==> src/rtl/cpu_pkg.sv <==
// Shared definitions for the MIPS fetch stage: PC source selects, NOP word
// and fetch state encoding.
package cpu_pkg;

    typedef enum logic [1:0] {
        PC_SEQ = 2'b00,
        PC_BR  = 2'b01,
        PC_J   = 2'b10,
        PC_JR  = 2'b11
    } pc_src_e;

    typedef enum logic [1:0] {
        BOOT  = 2'b00,
        RUN   = 2'b01,
        FAULT = 2'b10
    } fetch_state_e;

    localparam logic [31:0] NOP = 32'h0000_0000;

endpackage

==> src/rtl/next_pc_calc.sv <==
// Combinational redirect target for branch / jump / jump-register, plus
// misalignment detection on the register target.
module next_pc_calc
    import cpu_pkg::*;
(
    input  pc_src_e     pc_src_i,
    input  logic [31:0] ir_pc4_i,
    input  logic [15:0] branch_imm_i,
    input  logic [25:0] jump_target_i,
    input  logic [31:0] reg_target_i,
    output logic [31:0] target_o,
    output logic        align_err_o
);

    logic [31:0] br_offset;

    assign br_offset = {{14{branch_imm_i[15]}}, branch_imm_i, 2'b00};

    always_comb begin
        target_o = ir_pc4_i;
        unique case (pc_src_i)
            PC_BR:   target_o = ir_pc4_i + br_offset;
            PC_J:    target_o = {ir_pc4_i[31:28], jump_target_i, 2'b00};
            PC_JR:   target_o = {reg_target_i[31:2], 2'b00};
            default: target_o = ir_pc4_i;
        endcase
    end

    assign align_err_o = (pc_src_i == PC_JR) && (reg_target_i[1:0] != 2'b00);

endmodule

==> src/rtl/instr_fetch.sv <==
// Fetch stage: owns the PC, reads the instruction ROM and latches IR/IR_PC4,
// with redirect flush, stall and out-of-range fault handling.
module instr_fetch
    import cpu_pkg::*;
#(
    parameter logic [31:0] RESET_PC  = 32'h0000_0000,
    parameter int unsigned ROM_BYTES = 100
) (
    input  logic        CLK,
    input  logic        Reset,
    input  logic        PCWre,
    input  logic [1:0]  PCSrc,
    input  logic [15:0] BranchImm,
    input  logic [25:0] JumpTarget,
    input  logic [31:0] RegTarget,
    input  logic [31:0] DataIn,
    output logic [31:0] Address,
    output logic        nrd,
    output logic [31:0] IR,
    output logic [31:0] IR_PC4,
    output logic        IR_Valid,
    output logic        FetchFault,
    output logic        AlignErr
);

    localparam logic [31:0] LAST_PC = 32'(ROM_BYTES - 4);

    fetch_state_e state_q;
    logic [31:0]  pc_q;
    logic [31:0]  ir_q;
    logic [31:0]  ir_pc4_q;
    logic         ir_valid_q;
    logic         fault_q;
    logic         align_q;

    pc_src_e      pc_src;
    logic [31:0]  target;
    logic         align_err;
    logic [31:0]  pc_seq_d;
    logic         redirect;
    logic         pc_in_range;
    logic         target_in_range;

    assign pc_src          = pc_src_e'(PCSrc);
    assign redirect        = (pc_src != PC_SEQ);
    assign pc_seq_d        = pc_q + 32'd4;
    assign pc_in_range     = (pc_q <= LAST_PC);
    assign target_in_range = (target <= LAST_PC);

    next_pc_calc u_next_pc_calc (
        .pc_src_i      (pc_src),
        .ir_pc4_i      (ir_pc4_q),
        .branch_imm_i  (BranchImm),
        .jump_target_i (JumpTarget),
        .reg_target_i  (RegTarget),
        .target_o      (target),
        .align_err_o   (align_err)
    );

    always_ff @(posedge CLK or negedge Reset) begin
        if (!Reset) begin
            state_q    <= BOOT;
            pc_q       <= RESET_PC;
            ir_q       <= NOP;
            ir_pc4_q   <= '0;
            ir_valid_q <= 1'b0;
            fault_q    <= 1'b0;
            align_q    <= 1'b0;
        end else begin
            align_q <= 1'b0;
            case (state_q)
                BOOT: state_q <= RUN;
                RUN: begin
                    // A redirect resolves from the instruction already in IR,
                    // so it outranks both the stall and the range check.
                    if (redirect) begin
                        pc_q       <= target;
                        ir_q       <= NOP;
                        ir_valid_q <= 1'b0;
                        align_q    <= align_err;
                    end else if (!pc_in_range) begin
                        state_q    <= FAULT;
                        fault_q    <= 1'b1;
                        ir_q       <= NOP;
                        ir_valid_q <= 1'b0;
                    end else if (PCWre) begin
                        ir_q       <= DataIn;
                        ir_pc4_q   <= pc_seq_d;
                        ir_valid_q <= 1'b1;
                        pc_q       <= pc_seq_d;
                    end
                end
                FAULT: begin
                    if (redirect) begin
                        align_q <= align_err;
                    end
                    if (redirect && target_in_range) begin
                        pc_q    <= target;
                        state_q <= RUN;
                        fault_q <= 1'b0;
                    end
                end
                default: state_q <= BOOT;
            endcase
        end
    end

    assign Address    = pc_q;
    assign nrd        = (state_q != RUN);
    assign IR         = ir_q;
    assign IR_PC4     = ir_pc4_q;
    assign IR_Valid   = ir_valid_q;
    assign FetchFault = fault_q;
    assign AlignErr   = align_q;

endmodule
==> config.mk <==
export PLATFORM = sky130hd
export DESIGN_NAME = instr_fetch
export DESIGN_NICKNAME = d
export VERILOG_FILES = /design/src/rtl/cpu_pkg.sv /design/src/rtl/next_pc_calc.sv /design/src/rtl/instr_fetch.sv
export SDC_FILE = /design/constraint.sdc
export NUM_CORES = 1
export LEC_CHECK = 0
export BUFFER_PORTS_ARGS = -buffer_cell sky130_fd_sc_hd__buf_2
export CORE_MARGIN = 2
export CORE_UTILIZATION = 47
export CTS_CLUSTER_DIAMETER = 60
export DETAILED_ROUTE_END_ITERATION = 8
export PLACE_DENSITY = 0.78
export SETUP_SLACK_MARGIN = 0.02
export SLEW_MARGIN = 20
export SYNTH_ARGS = -nofsm -noshare
export SYNTH_HDL_FRONTEND = slang
export SYNTH_HIERARCHICAL = 1
export SYNTH_SLANG_ARGS = --single-unit
==> constraint.sdc <==
create_clock -name CLK -period 4.35 [get_ports CLK]
set_input_delay 0.435 -clock CLK [delete_from_list [all_inputs] [get_ports CLK]]
set_output_delay 0.435 -clock CLK [all_outputs]
set_load 0.005 [all_outputs]
======== After elaboration in Yosys (flattened, before gate mapping) ========
Cells that the tools add are included.
storage, ports and cells
  bits of input ports ..................... 111
  output and inout port bits .............. 100
  register bits ........................... 101
  word-level logic and storage cells ...... 58
operators by class
  equality and inequality tests ........... 12
  reduce and logical (&&, ||, !) cells .... 12
  multiplexer cells ....................... 22
  bitwise logic cells ..................... 1
  add/sub/neg operators ................... 2
  $lt $le $gt $ge ......................... 2
operator list
  cell                   count
  $mux 32                7
  $pmux 32 s3            1
  $le 32x7->1 const B    2
  $pmux 32 s2            1
  $add 32x3->32 const B  1
  $add 32x32->32         1
  $reduce_and 4->1       3
  $ne 3x3->1 const B     3
  $mux 1                 8
  $eq 2x2->1 const B     3
  $mux 2                 3
  $ne 2x2->1 const B     3
  $pmux 2 s3             1
  $reduce_bool 2->1      3
  $eq 2x1->1 const B     2
  $reduce_and 3->1       1
  $logic_and 1x1->1      2
  $logic_not 2->1        1
  $ne 2x1->1 const B     1
  $pmux 1 s2             1
  $reduce_and 2->1       1
  $reduce_or 2->1        1
  $not 1->1              1

======== Longest topological paths before layout ========
  word-level depth ........................ 6
  mapped depth ............................ 21

======== By module ========
The synthesis kept the hierarchy.
by module, submodules not included
  module        area each (um2)  cells an instance  instances  seq. area each (um2)
  instr_fetch   4372.9           380                1          2527.4
  next_pc_calc  2234.6           249                1          0.0

======== Least setup slack after synthesis ========
Ideal clock, no wire load.
  path type ............................... input port to flip-flop
  start point ............................. input BranchImm[0]
  end point ............................... register pc_q[29] (netlist: Address[29])
  setup slack ............................. -403 ps
  required time ........................... 4225 ps
  arrival ................................. 4628 ps
  stages .................................. 18
  cells stage by stage .................... ha_1 inv_1 fa_1 nor2b_1 o21a_1 o21ai_1 a211o_2 a31oi_1 a31oi_2 xnor2_1 mux4_2 or4_1 or4_4 o31ai_4 nand4_4 a21oi_4 buf_6 mux2_4
on the way
  longest elaborated chain between the ends .. 6
  elaborated cells between the ends (all ways) .. 9
RTL lines
  element                     line                source
  start, declared             instr_fetch.sv:13   input logic [15:0] BranchImm,
  $add 32x32->32              next_pc_calc.sv:22  PC_BR: target_o = ir_pc4_i + br_offset;
  $pmux 32 s3                 next_pc_calc.sv:21  unique case (pc_src_i)
  named net target[26]        instr_fetch.sv:37   logic [31:0] target;
  $le 32x7->1                 instr_fetch.sv:48   assign target_in_range = (target <= LAST_PC);
  $logic_and 1x1->1           instr_fetch.sv:97   if (redirect && target_in_range) begin
  $ne 2x2->1 (no line)        n/a
  $reduce_and 4->1 (no line)  n/a
  end signal, assigned        instr_fetch.sv:77   pc_q <= target;
  end signal, assigned        instr_fetch.sv:90   pc_q <= pc_seq_d;
  end signal, assigned        instr_fetch.sv:98   pc_q <= target;
  end, declared               instr_fetch.sv:29   logic [31:0] pc_q;
The timed path passes the listed nets, and every way through them passes these cells. The select of a mux whose other input is x is not followed.
A chain may end at the register's enable or synchronous reset.

======== Final worst setup path ========
  start point ............................. register ir_pc4_q[2] (netlist: IR_PC4[2])
  end point ............................... register pc_q[27] (netlist: Address[27])
on the way
  longest elaborated chain between the ends .. 6
  elaborated cells between the ends (all ways) .. 9
RTL lines
  element                     line                source
  start, declared             instr_fetch.sv:31   logic [31:0] ir_pc4_q;
  start signal, assigned      instr_fetch.sv:88   ir_pc4_q <= pc_seq_d;
  $add 32x32->32              next_pc_calc.sv:22
  $pmux 32 s3                 next_pc_calc.sv:21
  named net target[28]        instr_fetch.sv:37
  $le 32x7->1                 instr_fetch.sv:48
  $logic_and 1x1->1           instr_fetch.sv:97
  $ne 2x2->1 (no line)        n/a
  $reduce_and 4->1 (no line)  n/a
The timed path passes the listed nets, and every way through them passes these cells. The select of a mux whose other input is x is not followed.

==> results.md <==
- Status: finished with violations
- Failing checks: setup timing
- CP Data Required Time: 4.58 ns
- Syn Nets: 776
- Arr. time, crit path: 4.96 ns
- Slew @ Worst Pin: 1.034 ns
- Setup Crit Path Kind: reg -> reg
- Post-Synthesis Cells: 629
- Syn Area/Cell: 10.50 um^2
- Vias in the first global route: 6131
- CORE AREA: 0.01383 mm^2
- GRT Total Usage: 26.66%
- Max_slew headroom: 31.05%
- Synth Cell Area: 0.006608 mm^2
- Final Cycle Share: 108.7%
- Largest net degree at the start of global routing: 72
- Max Clock Skew: 0.005463 ns
- Die Height: 122.6 um
- GR Overflow Total: 0
- CP Capture Type: register
- Initial Util: 47.79%
- Register share of total power: 36.5%
- Critical R2R Launch: IR_PC4[2]$_DFFE_PN0P_
- Combinational share of power: 40.4%
- Initial antenna violation count: 0
- Row cnt: 43
- Final Net Count: 1079
- Cell area power density: 392.2 mW/mm^2
- Switching share of power: 36.79%
- CTS tree: yes
- Highest clock rate: 0.2115 GHz
- Ant. Diodes: 0
- Htree depth: 3
- Ys async rst share: 100.0%
- Clk buf depth: 2
- Worst vdd ir: 230.8 uV
- Global-route wire length before repair: 30950 um
- CP Launch Point: IR_PC4[2]$_DFFE_PN0P_
- Sequential area share after synthesis: 38.25%
- Routed length per instance: 18.25 um
- Worst hold slack: 0.2171 ns
- DIE WIDTH: 122.6 um
- IO buf count: 210
- Die area: 0.01502 mm^2
- Slack of the worst reg-to-reg path: -0.38 ns
- Setup slack after layout: -0.3771 ns
- HP Class: in -> async
- Share of cells above drive strength 1: 46.21%
- Number of flops mapped to enable cells by yosys: 0
- Startpoint Class: register
- Most frequent cells in the layout: buf_2 (209), buf_4 (111), dfrtp_1 (101), nor2_1 (35), nor2b_1 (32)
- CTS buffer count: 9
- Clock Latency Late Sink: 0.34 ns
- DRT Wirelength: 20380 um
- # hold bufs at CTS: 0
- Max-slew violations: 0
- Antenna Nets Post-Route: 0
- Post-DP Area: 0.008561 mm^2
- Cell area after layout: 0.009168 mm^2
- Cell-internal power: 2.273 mW
- Hold Violations, Final: 0
- Pre-antenna DRT Iters: 5
- Io pins: 211
- Synth unique cells: 73
- Commonest non-fill, non-tap cell in the layout: buf_2
- Area growth from synthesis to layout: 38.74%
- Clock root cell: clkbuf_16
- Clk pwr share: 23.0%
- Iteration-0 DRC Markers: 450
- P_sw: 1.323 mW
- RSZ-0062 raised after global routing: true
- Via/cell ratio: 5.699
- Gpl congestion: 0.9050
- Max FO, Critical Path: 5
- Fin crit period: 4.727 ns
- Vias: 6366
- Main flop type after synthesis: dfrtp_1
- Worst-path clk slew: 0.07 ns
- DP HPWL: 15000 um
- FF+latch count, synth: 101
- Sink Count: 101
- Static leakage: 4.702 nW
- Max-cap violations: 0
- Ys Warns: 6
- Final setup vio count: 35
- DRC Markers: 0
- Total Neg Setup Slack: -8.426 ns
layer usage:
| layer | track usage (%) | wire [um] |
|---|---|---|
| met1 | 33.76 | 8481 |
| met2 | 44.62 | 9719 |
| met3 | 5.855 | 1597 |
| met4 | 10.13 | 584 |
| met5 | 0 | 0 |
synth_stat cells (15+ instances only):
cell type	count	area share [%]
a21oi_1	34	2.6
xnor2_1	19	2.5
a22o_1	31	4.1
mux4_2	26	8.9
nand2_1	28	1.6
nor2b_1	32	3.0
clkbuf_1	15	0.85
inv_1	23	1.3
o21ai_0	34	2.6
dfrtp_1	101	38
nand3_1	19	1.4
ha_1	35	6.6
nor2_1	36	2.0
through the flow:
step                std cells  total power, mW  setup slack (ns)  util [%]
detailed placement       1092            2.569           -0.5651     61.91
floorplan                 629            2.042           -0.1841         -
finish                   1117            3.595           -0.3771     66.30
CTS                      1112            3.500           -0.3578     65.13
global placement         1092            2.546           -0.4360     61.91
global route             1117            3.802           -0.5367     66.30
power groups by stage:
stage	clock (mW)	sequential [mW]	combinational, mW
after floorplan	0	1.26	0.780
after global placement	0	1.30	1.25
after detailed placement	0	1.31	1.26
after CTS	0.847	1.30	1.35
after global routing	0.886	1.34	1.58
final	0.829	1.31	1.45
worst max-delay path, cell delays in order (launching register included):
cell and delay, ns:
dfrtp_1 0.40, ha_4 0.16, inv_2 0.04, fa_2 0.33, nor2b_1 0.12, o21a_1 0.16
o21ai_2 0.08, a211o_4 0.37, a31oi_4 0.23, a31oi_4 0.13, o21ai_2 0.16, o21ai_1 0.11
xor2_1 0.13, o221ai_1 0.16, or4_4 0.56, or4_4 0.45, o31ai_4 0.23, nand4_4 0.14
a21oi_4 0.20, buf_12 0.15, mux2_4 0.29
registers in the layout (all words and copies together), names as in the netlist:
register    count
IR_Valid        1
Address        32
IR_PC4         32
state_q         2
IR             32
FetchFault      1
AlignErr        1
final timing paths:
| path | endpoint | cells after the start |
|---|---|---|
| worst max register to register | Address[27]$_DFFE_PN0P_ | 20 |
| worst min register to register | IR_Valid$_DFFE_PN0P_ | 1 |
| worst min-delay path | IR[23]$_DFFE_PN0P_ | 1 |
| worst max-delay path | Address[27]$_DFFE_PN0P_ | 20 |
| max in group asynchronous | Address[29]$_DFFE_PN0P_ | 2 |
| min in group CLK | IR[19]$_DFFE_PN0P_ | 2 |
what timing repair did:
action,CTS,global route
resized for setup,22,23
endpoints found under the setup margin,35,35
hold endpoints to repair,0,0
buffers inserted,4,6
pin swaps,4,11
final cells by class:
type,count,area (um^2)
inverter,23,86.33
fill,1053,4659
clock buffer,11,242.7
sequential,101,2527
clock inverter,5,60.06
timing repair buffer,325,1948
multi-input combinational,472,4078
tap,180,225.2
kinds of logic (layout without fill, tap and decap cells):
| logic type | after synthesis | count (layout) | synth area share, % |
|---|---|---|---|
| AOI/OAI and AO/OA | 189 | 189 | 20.94 |
| xor gates and xnor gates | 28 | 28 | 3.711 |
| adders and majority gates | 36 | 36 | 6.931 |
| buffers and inverters | 56 | 364 | 4.412 |
| DFF | 101 | 101 | 38.25 |
| muxes | 38 | 38 | 10.94 |
| and+or+nand+nor | 181 | 181 | 14.81 |
Note: power is estimated with default switching activity, not from simulation.
